File: src/rtl/aibnd_avmm_sercore.sv
// AVMM sideband serialiser/deserialiser: word FIFO -> header+payload(+parity) beats on NLANE lanes, and back.
// Latency: header on idat from the 2nd edge after word acceptance; rx_valid one cycle after the last received beat.
// Backpressure: tx_ready (registered !full) throttles writers; RX has none, rx_data is held until the next rx_valid.
// Optional parity beat and RX check are built when AIBND_AVMM_PARITY_EN is defined.

module aibnd_avmm_fifo #(
    parameter int W     = 16,
    parameter int DEPTH = 4
) (
    input  logic         clk,
    input  logic         rst_n,
    input  logic         wr_vld,
    input  logic [W-1:0] wr_dat,
    output logic         wr_rdy,
    output logic         rd_vld,
    input  logic         rd_rdy,
    output logic [W-1:0] rd_dat
);
    // Generic synchronous FIFO with a registered write-ready (low out of reset).
    localparam int          AW       = (DEPTH > 1) ? $clog2(DEPTH) : 1;
    localparam logic [AW:0] FULL_CNT = (AW+1)'(DEPTH);

    logic [W-1:0]  mem [DEPTH];
    logic [AW-1:0] wr_ptr;
    logic [AW-1:0] rd_ptr;
    logic [AW:0]   cnt;
    logic [AW:0]   cnt_nxt;
    logic          push;
    logic          pop;

    assign push   = wr_vld & wr_rdy;
    assign pop    = rd_rdy & rd_vld;
    assign rd_vld = (cnt != '0);
    assign rd_dat = mem[rd_ptr];

    // Occupancy after this cycle's push/pop, used to register the ready flag.
    always_comb begin
        cnt_nxt = cnt;
        if (push && !pop) begin
            cnt_nxt = cnt + (AW+1)'(1);
        end else if (!push && pop) begin
            cnt_nxt = cnt - (AW+1)'(1);
        end
    end

    // Pointers, occupancy and ready; ready rises on the first edge after reset release.
    always_ff @(posedge clk or negedge rst_n) begin
        if (!rst_n) begin
            wr_ptr <= '0;
            rd_ptr <= '0;
            cnt    <= '0;
            wr_rdy <= 1'b0;
        end else begin
            if (push) wr_ptr <= wr_ptr + AW'(1);
            if (pop)  rd_ptr <= rd_ptr + AW'(1);
            cnt    <= cnt_nxt;
            wr_rdy <= (cnt_nxt != FULL_CNT);
        end
    end

    // Storage array; contents are don't-care until written.
    always_ff @(posedge clk) begin
        if (push) mem[wr_ptr] <= wr_dat;
    end
endmodule

module aibnd_avmm_sercore #(
    parameter int NLANE      = 2,
    parameter int DWIDTH     = 16,
    parameter int FIFO_DEPTH = 4
) (
    input  logic              avmm_clk,
    input  logic              avmm_sync_rstb,
    input  logic [DWIDTH-1:0] tx_data,
    input  logic              tx_valid,
    output logic              tx_ready,
    output logic [NLANE-1:0]  avmm_idat0,
    output logic [NLANE-1:0]  avmm_idat1,
    input  logic [NLANE-1:0]  avmm_odat0,
    input  logic [NLANE-1:0]  avmm_odat1,
    output logic [DWIDTH-1:0] rx_data,
    output logic              rx_valid,
    output logic              rx_perr,
    output logic              tx_busy
);
    localparam int BW    = 2 * NLANE;
    localparam int BEATS = DWIDTH / BW;
    localparam int CW    = (BEATS > 1) ? $clog2(BEATS) : 1;
    localparam logic [CW-1:0] LAST_CNT = CW'(BEATS - 1);
    localparam logic [BW-1:0] HDR_BEAT = BW'(1);
`ifdef AIBND_AVMM_PARITY_EN
    localparam bit PAR_EN = 1'b1;
`else
    localparam bit PAR_EN = 1'b0;
`endif

    generate
        if (NLANE < 1 || NLANE > 8) begin : g_bad_nlane
            $error("NLANE must be in 1..8");
        end
        if (DWIDTH % (2 * NLANE) != 0) begin : g_bad_dwidth
            $error("DWIDTH must be a multiple of 2*NLANE");
        end
        if (FIFO_DEPTH < 2 || (FIFO_DEPTH & (FIFO_DEPTH - 1)) != 0) begin : g_bad_depth
            $error("FIFO_DEPTH must be a power of 2 and at least 2");
        end
    endgenerate

    typedef enum logic [1:0] {TX_IDLE, TX_HDR, TX_DATA, TX_PAR} tx_state_t;
    typedef enum logic [1:0] {RX_HUNT, RX_COLLECT, RX_CHECK} rx_state_t;

    tx_state_t         tx_state, tx_state_nxt;
    rx_state_t         rx_state, rx_state_nxt;
    logic              fifo_vld;
    logic              fifo_pop;
    logic [DWIDTH-1:0] fifo_dat;
    logic [DWIDTH-1:0] tx_word;
    logic [CW-1:0]     tx_cnt;
    logic [BW-1:0]     tx_beat_nxt;
    logic [NLANE-1:0]  idat0_nxt;
    logic [NLANE-1:0]  idat1_nxt;
    logic [BW-1:0]     rx_beat;
    logic [CW-1:0]     rx_cnt;
    logic [DWIDTH-1:0] rx_shift;
    logic [DWIDTH-1:0] rx_word_nxt;
    logic [DWIDTH-1:0] rx_load_dat;
    logic              rx_load;

    aibnd_avmm_fifo #(
        .W     (DWIDTH),
        .DEPTH (FIFO_DEPTH)
    ) u_tx_fifo (
        .clk    (avmm_clk),
        .rst_n  (avmm_sync_rstb),
        .wr_vld (tx_valid),
        .wr_dat (tx_data),
        .wr_rdy (tx_ready),
        .rd_vld (fifo_vld),
        .rd_rdy (fifo_pop),
        .rd_dat (fifo_dat)
    );

    assign tx_busy = (tx_state != TX_IDLE) | fifo_vld;

    // TX next state and the beat to register onto the pins this edge.
    always_comb begin
        tx_state_nxt = tx_state;
        fifo_pop     = 1'b0;
        tx_beat_nxt  = '0;
        case (tx_state)
            TX_IDLE: begin
                if (fifo_vld) begin
                    tx_state_nxt = TX_HDR;
                    fifo_pop     = 1'b1;
                end
            end
            TX_HDR: begin
                tx_beat_nxt  = HDR_BEAT;
                tx_state_nxt = TX_DATA;
            end
            TX_DATA: begin
                tx_beat_nxt = tx_word[tx_cnt*BW +: BW];
                if (tx_cnt == LAST_CNT) begin
                    if (PAR_EN) begin
                        tx_state_nxt = TX_PAR;
                    end else if (fifo_vld) begin
                        tx_state_nxt = TX_HDR;
                        fifo_pop     = 1'b1;
                    end else begin
                        tx_state_nxt = TX_IDLE;
                    end
                end
            end
            TX_PAR: begin
                tx_beat_nxt = BW'(^tx_word);
                if (fifo_vld) begin
                    tx_state_nxt = TX_HDR;
                    fifo_pop     = 1'b1;
                end else begin
                    tx_state_nxt = TX_IDLE;
                end
            end
            default: tx_state_nxt = TX_IDLE;
        endcase
    end

    // Split a beat into per-lane even/odd bits.
    always_comb begin
        idat0_nxt = '0;
        idat1_nxt = '0;
        for (int i = 0; i < NLANE; i++) begin
            idat0_nxt[i] = tx_beat_nxt[2*i];
            idat1_nxt[i] = tx_beat_nxt[2*i+1];
        end
    end

    // TX state, word holding register, beat counter and registered pins.
    always_ff @(posedge avmm_clk or negedge avmm_sync_rstb) begin
        if (!avmm_sync_rstb) begin
            tx_state   <= TX_IDLE;
            tx_word    <= '0;
            tx_cnt     <= '0;
            avmm_idat0 <= '0;
            avmm_idat1 <= '0;
        end else begin
            tx_state   <= tx_state_nxt;
            avmm_idat0 <= idat0_nxt;
            avmm_idat1 <= idat1_nxt;
            if (fifo_pop) tx_word <= fifo_dat;
            if (tx_state == TX_HDR) begin
                tx_cnt <= '0;
            end else if (tx_state == TX_DATA) begin
                tx_cnt <= tx_cnt + CW'(1);
            end
        end
    end

    // Merge the received lanes back into one beat.
    always_comb begin
        rx_beat = '0;
        for (int i = 0; i < NLANE; i++) begin
            rx_beat[2*i]   = avmm_odat0[i];
            rx_beat[2*i+1] = avmm_odat1[i];
        end
    end

    // RX next state: hunt for the header, collect beats, then deliver the word.
    always_comb begin
        rx_state_nxt = rx_state;
        rx_word_nxt  = rx_shift;
        rx_load      = 1'b0;
        rx_load_dat  = rx_shift;
        case (rx_state)
            RX_HUNT: begin
                if (rx_beat == HDR_BEAT) rx_state_nxt = RX_COLLECT;
            end
            RX_COLLECT: begin
                rx_word_nxt[rx_cnt*BW +: BW] = rx_beat;
                if (rx_cnt == LAST_CNT) begin
                    if (PAR_EN) begin
                        rx_state_nxt = RX_CHECK;
                    end else begin
                        rx_load      = 1'b1;
                        rx_load_dat  = rx_word_nxt;
                        rx_state_nxt = RX_HUNT;
                    end
                end
            end
            RX_CHECK: begin
                rx_load      = 1'b1;
                rx_state_nxt = RX_HUNT;
            end
            default: rx_state_nxt = RX_HUNT;
        endcase
    end

    // RX state, assembly register and the delivered word / valid pulse.
    always_ff @(posedge avmm_clk or negedge avmm_sync_rstb) begin
        if (!avmm_sync_rstb) begin
            rx_state <= RX_HUNT;
            rx_cnt   <= '0;
            rx_shift <= '0;
            rx_data  <= '0;
            rx_valid <= 1'b0;
        end else begin
            rx_state <= rx_state_nxt;
            rx_valid <= rx_load;
            if (rx_load) rx_data <= rx_load_dat;
            if (rx_state == RX_COLLECT) begin
                rx_shift <= rx_word_nxt;
                rx_cnt   <= rx_cnt + CW'(1);
            end else begin
                rx_cnt   <= '0;
            end
        end
    end

`ifdef AIBND_AVMM_PARITY_EN
    // Even-parity check of the beat after the payload, pulsed alongside rx_valid.
    always_ff @(posedge avmm_clk or negedge avmm_sync_rstb) begin
        if (!avmm_sync_rstb) begin
            rx_perr <= 1'b0;
        end else begin
            rx_perr <= (rx_state == RX_CHECK) && (rx_beat[0] != ^rx_shift);
        end
    end
`else
    assign rx_perr = 1'b0;
`endif
endmodule

File: config.mk
export PLATFORM = sky130hd
export DESIGN_NAME = aibnd_avmm_sercore
export DESIGN_NICKNAME = d
export VERILOG_FILES = /design/src/rtl/aibnd_avmm_sercore.sv
export SDC_FILE = /design/constraint.sdc
export NUM_CORES = 1
export LEC_CHECK = 0
export ABC_AREA = 1
export BUFFER_PORTS_ARGS = -buffer_cell sky130_fd_sc_hd__clkbuf_2
export CORE_UTILIZATION = 55
export CTS_CLUSTER_DIAMETER = 30
export CTS_CLUSTER_SIZE = 30
export DETAILED_ROUTE_END_ITERATION = 8
export PLACE_DENSITY_LB_ADDON = 0.12
export SLEW_MARGIN = 15
export SYNTH_ARGS = -nofsm -noshare
export SYNTH_HDL_FRONTEND = slang
export SYNTH_SLANG_ARGS = --single-unit
export TNS_END_PERCENT = 5
File: constraint.sdc
create_clock -name avmm_clk -period 2.65 [get_ports avmm_clk]
set_input_delay 0.265 -clock avmm_clk [delete_from_list [all_inputs] [get_ports avmm_clk]]
set_output_delay 0.265 -clock avmm_clk [all_outputs]
set_load 0.05 [all_outputs]
==> results of run 1 <==
-- power by group --
group          internal, W  switching, W
Clock              0.00132      0.000811
Sequential         0.00283      0.000394
Combinational      0.00117       0.00239
-- area by class of cell --
type                    count  area (µm²)  share of cell area
clock buffers              21         429              0.0621
clock inverters            11         111              0.0161
inverters                  53         199              0.0288
multi-input cells         363        1900               0.275
flip-flops and latches    132        3620               0.524
well taps                 136         170              0.0246
repair buffers             71         475              0.0688
-- sequential cells by signal, summed over array words and instances (netlist names) --
signal            cells
avmm_idat1            2
rx_state              1
tx_cnt                2
u_tx_fifo.wr_rdy      1
tx_word              16
rx_valid              1
u_tx_fifo.wr_ptr      2
rx_data              16
avmm_idat0            2
u_tx_fifo.rd_ptr      2
u_tx_fifo.mem        64
rx_shift             16
u_tx_fifo.cnt         3
tx_state              2
rx_cnt                2
-- tightest hold or removal path, delay by kind of cell --
family	cells	cell delay (ps)
AO/OA/AOI/OAI	1	60
AND/OR/NAND/NOR	1	90
buffers and inverters	1	110
-- layout by cell type, fill, tap and decap left out, types with 3 or more instances in the layout --
cell type,count
clkbuf_16,16
clkbuf_1,4
clkinv_2,5
dfrtp_1,68
o21ai_0,73
edfxtp_1,64
buf_4,8
o21ai_1,4
nand3_1,5
a21oi_1,27
o22ai_1,20
clkinvlp_4,3
dlygate4sd3_1,17
xnor2_1,4
xor2_1,5
ha_1,19
clkbuf_2,44
mux2_2,6
nand2_2,3
inv_1,50
nor2_1,67
a22oi_1,8
nand2_1,109
-- stage by stage --
stage                     power (W)  cells
after global routing        0.00963    787
after detailed placement    0.00682    738
final                       0.00893    787
after global placement      0.00670    738
after floorplan             0.00603    567
after CTS                   0.00900    787
-- worst paths after layout --
kind / end / from / slack (ps) / cells after the start
min: rx_state[0] / avmm_odat0[0] / 60 / 3
max reg2reg: tx_word[6] / tx_state[1] / 700 / 6
min in group asynchronous: rx_data[2] / avmm_sync_rstb / 360 / 2
min reg2reg: rx_data[0] / rx_data[0] / 480 / 2
max: tx_busy / tx_state[1] / 670 / 4
max in group asynchronous: rx_data[13] / avmm_sync_rstb / 1650 / 3
-- cell families after synthesis --
group,count (synthesis),synth area share
buffers and inverters,72,0.0520
flip-flops,132,0.622
AO/OA/AOI/OAI,135,0.125
adder cells (fa/ha/maj),19,0.0408
other,1,0.000643
multiplexers,6,0.0116
XOR/XNOR,10,0.0163
AND/OR/NAND/NOR,192,0.132
-- layer usage --
metal  routed length (µm)  track usage  vias to the layer above
met4                  174       0.0895                        0
li1                     -            -                     2050
met5                    0            0                        -
met2                 5410        0.380                       87
met3                  419       0.0512                       14
met1                 4700        0.246                     1883
==> results.json, run 1 <==
{
  "status": "completed",
  "synth_ff_type": "dfrtp_1",
  "synth_nets": 609,
  "cts_resized": 0,
  "skew_ps": 6.00,
  "yosys_register_bits": 132,
  "nFillCells": 829,
  "place.gp.congestion": 0.850,
  "worstMarginPinSlew_ps": 747,
  "cts.sinks": 132,
  "grt_pass1_wl_mm": 18.4,
  "synth_area_leaders": "edfxtp_1 (33%), dfrtp_1 (29%), nand2_1 (7.0%)",
  "first_pass_iters": 4,
  "path_buf_inv": 2,
  "worst_ep_arrival_time_ps": 1710,
  "holdBufCountCts": 17,
  "maxSlewViolCount": 0,
  "clk_pin_slew_ps": 60,
  "overflow": 0,
  "antenna_found_initial": 0,
  "ant_nets": 0,
  "drive_gt1_frac": 0.154,
  "diodes": 0,
  "syn_to_final_growth_pct": 18.6,
  "grt.total_usage": 0.214,
  "hold_viol_final": 0,
  "slowest_delay_ps": 450,
  "yosysMostFrequentCell": "nand2_1",
  "yosysTopAreaCellShare": 0.330,
  "cp_max_fo": 7,
  "std_cell_rows": 37,
  "numPortBuffers": 45,
  "stdcell_area_um2": 6910,
  "clk-insertion-delay-late_ps": 510,
  "routed_wl_mm": 10.7,
  "cpLargestDelayFamily": "flip-flops",
  "synth_top_cell_by_area": "edfxtp_1",
  "grt_setup_unrepaired": "no",
  "endpoint_kind": "output pin",
  "yosysWarnings": 0,
  "drc": 0,
  "cts_max_level": 4,
  "syn_inst": 567,
  "initial_core_util": 0.567,
  "synthDistinctLibCells": 35,
  "cts_root_buffer": "clkbuf_8",
  "irDropWorstVdd_mv": 0.615,
  "fmax_mhz": 506,
  "die_h_um": 105,
  "dp_hpwl_mm": 7.08,
  "placed_area_um2": 6200,
  "utilization": 0.672,
  "routed_via_density": 5.13,
  "p_leak_nw": 3.04,
  "ioPinCount": 47,
  "cts_tree": "done",
  "start_kind": "register",
  "hp-class": "primary input to register",
  "nNetsFinal": 680,
  "cp.required_ps": 2380,
  "place_ws_ps": 723,
  "die_x_um": 105,
  "synth-edff-count": 64,
  "setup_tns_ps": 0,
  "dr.first_iter.drc_count": 243,
  "core-area_um2": 10300,
  "yosysSeqAreaShare": 0.622,
  "post-cts-setup-buffers": 0,
  "routed_wire_length_per_instance_um": 13.6,
  "grt_pass1_vias": 4161,
  "timing.hold.ws_ps": 55.1,
  "max_slew_margin": 0.502,
  "drv_cap": 0,
  "finalCritPeriodShare": 0.746,
  "vias": 4034,
  "critPathKind": "register to output pin",
  "clockBufferDepth": 2,
  "syn_avg_cell_area_um2": 10.3,
  "grt_max_degree": 37,
  "cpMaxStageDelayCell": "dfrtp_1",
  "syn_area_um2": 5830,
  "setup_slack_ps": 674,
  "ys_top_cells_by_count": "nand2_1 (109), o21ai_0 (73), dfrtp_1 (68)",
  "setup_viol": 0,
  "cp_cell_sequence": "inv_1, ha_1, nand3_1, clkbuf_2",
  "period_minus_slack_ps": 1980,
  "cts_made_buffers": 17,
  "dieArea_um2": 11000,
  "p_per_area_nw_per_um2": 1290,
  "async_flop_share": 0.515
}
No activity file was read; power rests on OpenSTA's default activity.
==> run 2: changes to the inputs <==
- ABC_AREA: 1 -> 0
- clock period: 2.65 -> 1.9 ns (I/O delays scaled with it)
==> results.json, run 2 <==
{
  "status": "completed",
  "yosysSeqAreaShare": 0.641,
  "clk_pin_slew_ps": 60,
  "p_leak_nw": 2.84,
  "routed_wire_length_per_instance_um": 16.3,
  "dp_hpwl_mm": 6.48,
  "worstMarginPinSlew_ps": 515,
  "place.gp.congestion": 0.727,
  "numPortBuffers": 45,
  "p_per_area_nw_per_um2": 1930,
  "syn_inst": 394,
  "drive_gt1_frac": 0.287,
  "ys_top_cells_by_count": "dfrtp_1 (68), edfxtp_1 (64), a21oi_1 (35)",
  "synthDistinctLibCells": 33,
  "vias": 3375,
  "cts_max_level": 4,
  "grt_use_met1": 0.272,
  "syn_to_final_growth_pct": 23.7,
  "cp.required_ps": 2350,
  "syn_avg_cell_area_um2": 14.3,
  "yosysMostFrequentCell": "dfrtp_1",
  "start_kind": "register",
  "ioPinCount": 47,
  "clk-insertion-delay-late_ps": 510,
  "hold_viol_final": 0,
  "grt_util_met3": 0.0511,
  "setup_tns_ps": 0,
  "diodes": 0,
  "yosys_register_bits": 132,
  "fmax_mhz": 528,
  "skew_ps": 5.14,
  "yosysTopAreaCellShare": 0.340,
  "nNetsFinal": 524,
  "initial_core_util": 0.573,
  "ant_nets": 0,
  "clockBufferDepth": 2,
  "cts_tree": "done",
  "fin_cells": 628,
  "synth_nets": 436,
  "endpoint_kind": "register",
  "largest_register_ffs": 64,
  "timing.hold.ws_ps": 80.4,
  "setup.worst_path.start": "tx_state[0]",
  "cts_made_buffers": 17,
  "cp_max_fo": 5,
  "worst_ep_arrival_time_ps": 2340,
  "finalCritPeriodShare": 0.996,
  "grt_pass1_wl_mm": 16.3,
  "critPathKind": "register to register",
  "setup_viol": 0,
  "routed_via_density": 5.37,
  "irDropWorstVdd_mv": 0.993,
  "dieArea_um2": 10700,
  "cts.sinks": 132,
  "period_minus_slack_ps": 1890,
  "maxSlewViolCount": 0,
  "synth_area_leaders": "edfxtp_1 (34%), dfrtp_1 (30%), mux4_2 (8.0%)",
  "rr_startpoint": "tx_state[0]",
  "grt.total_usage": 0.215,
  "drc": 0,
  "cts_root_buffer": "clkbuf_8",
  "final_cell_mix": "dfrtp_1 (68), edfxtp_1 (64), clkbuf_2 (43)",
  "use_met2": 0.355,
  "placed_area_um2": 6120,
  "synth_ff_type": "dfrtp_1",
  "die_x_um": 103,
  "hp-class": "primary input to register",
  "dr.first_iter.drc_count": 138,
  "std_cell_rows": 36,
  "antenna_found_initial": 0,
  "die_h_um": 103,
  "hp-start": "avmm_odat0[1]",
  "stdcell_area_um2": 6990,
  "synth_top_cell_by_area": "edfxtp_1",
  "dp.cells": 574,
  "async_flop_share": 0.515,
  "layout_commonest_cell": "dfrtp_1",
  "top_usage_layer": "met2",
  "overflow": 0,
  "core-area_um2": 9860,
  "yosysWarnings": 0,
  "grt_setup_unrepaired": "yes",
  "top_register": "u_tx_fifo.mem",
  "syn_area_um2": 5650,
  "routed_wl_mm": 10.3,
  "synth-edff-count": 64,
  "first_pass_iters": 5,
  "grt_max_degree": 69,
  "max_slew_margin": 0.656,
  "grt_pass1_vias": 3307,
  "drv_cap": 0
}
run 2: report_power, final:
part	internal (W)	switching (W)	total, W	leakage (nW)
Sequential	0.00398	0.000495	0.00447	1.41
Clock	0.00200	0.00117	0.00317	0.277
Combinational	0.00273	0.00309	0.00582	1.15
run 2: repair_timing:
action | in CTS | in global routing
resized for setup | 5 | 7
hold buffers | 17 | 0
endpoints found under the setup margin | 1 | 17
pin swaps | 0 | 1
buffers inserted | 2 | 1
hold endpoints to repair | 132 | 0
gates cloned | 0 | 2
run 2: cells by family after synthesis:
family                   after synthesis  synth area share
flip-flops                           132             0.641
other                                  1          0.000664
AND/OR/NAND/NOR                       97            0.0864
buffers and inverters                 23            0.0204
adder cells (fa/ha/maj)               19            0.0421
multiplexers                          40             0.119
XOR/XNOR                              21            0.0326
AO/OA/AOI/OAI                         61            0.0574
run 2: final cells by class:
cell class                      instances  area (µm²)
Sequential cell                       132        3620
Fill cell                             644        2870
Multi-Input combinational cell        239        1930
Timing Repair Buffer                   83         652
Clock buffer                           20         425
Tap cell                              133         166
Clock inverter                         12         158
Inverter                                9        33.8
run 2: final timing paths:
kind | end | slack [ps] | cells past startpoint
worst max-delay path | u_tx_fifo.wr_rdy | 7 | 8
worst min-delay path | rx_data[14] | 80 | 3
worst max register to register | u_tx_fifo.wr_rdy | 7 | 8
worst min register to register | rx_shift[0] | 470 | 2
max in group asynchronous | rx_shift[2] | 1380 | 3
min in group asynchronous | rx_data[2] | 200 | 3
run 2: metrics by stage:
| stage | worst slack (ps) | utilization | total power (W) |
|---|---|---|---|
| finish | 7.29 | 0.709 | 0.0135 |
| global route | -93.2 | 0.709 | 0.0143 |
| CTS | 14.1 | 0.700 | 0.0132 |
| detailed placement | 70.1 | 0.620 | 0.00992 |
| global placement | 121 | 0.620 | 0.00979 |
| floorplan | 73.2 | - | 0.00855 |
run 2: layer usage:
layer	vias up	routed length, µm
li1	1610	-
met1	1663	4420
met2	86	5270
met3	16	357
met4	0	206
met5	-	0
run 2: worst max-delay path, stage by stage (launching register included):
cell,delay [ps]
dfrtp_1,380
inv_1,110
ha_2,330
a211oi_4,300
buf_12,160
buf_12,110
a21oi_1,60
a211o_1,280
nand4b_1,90
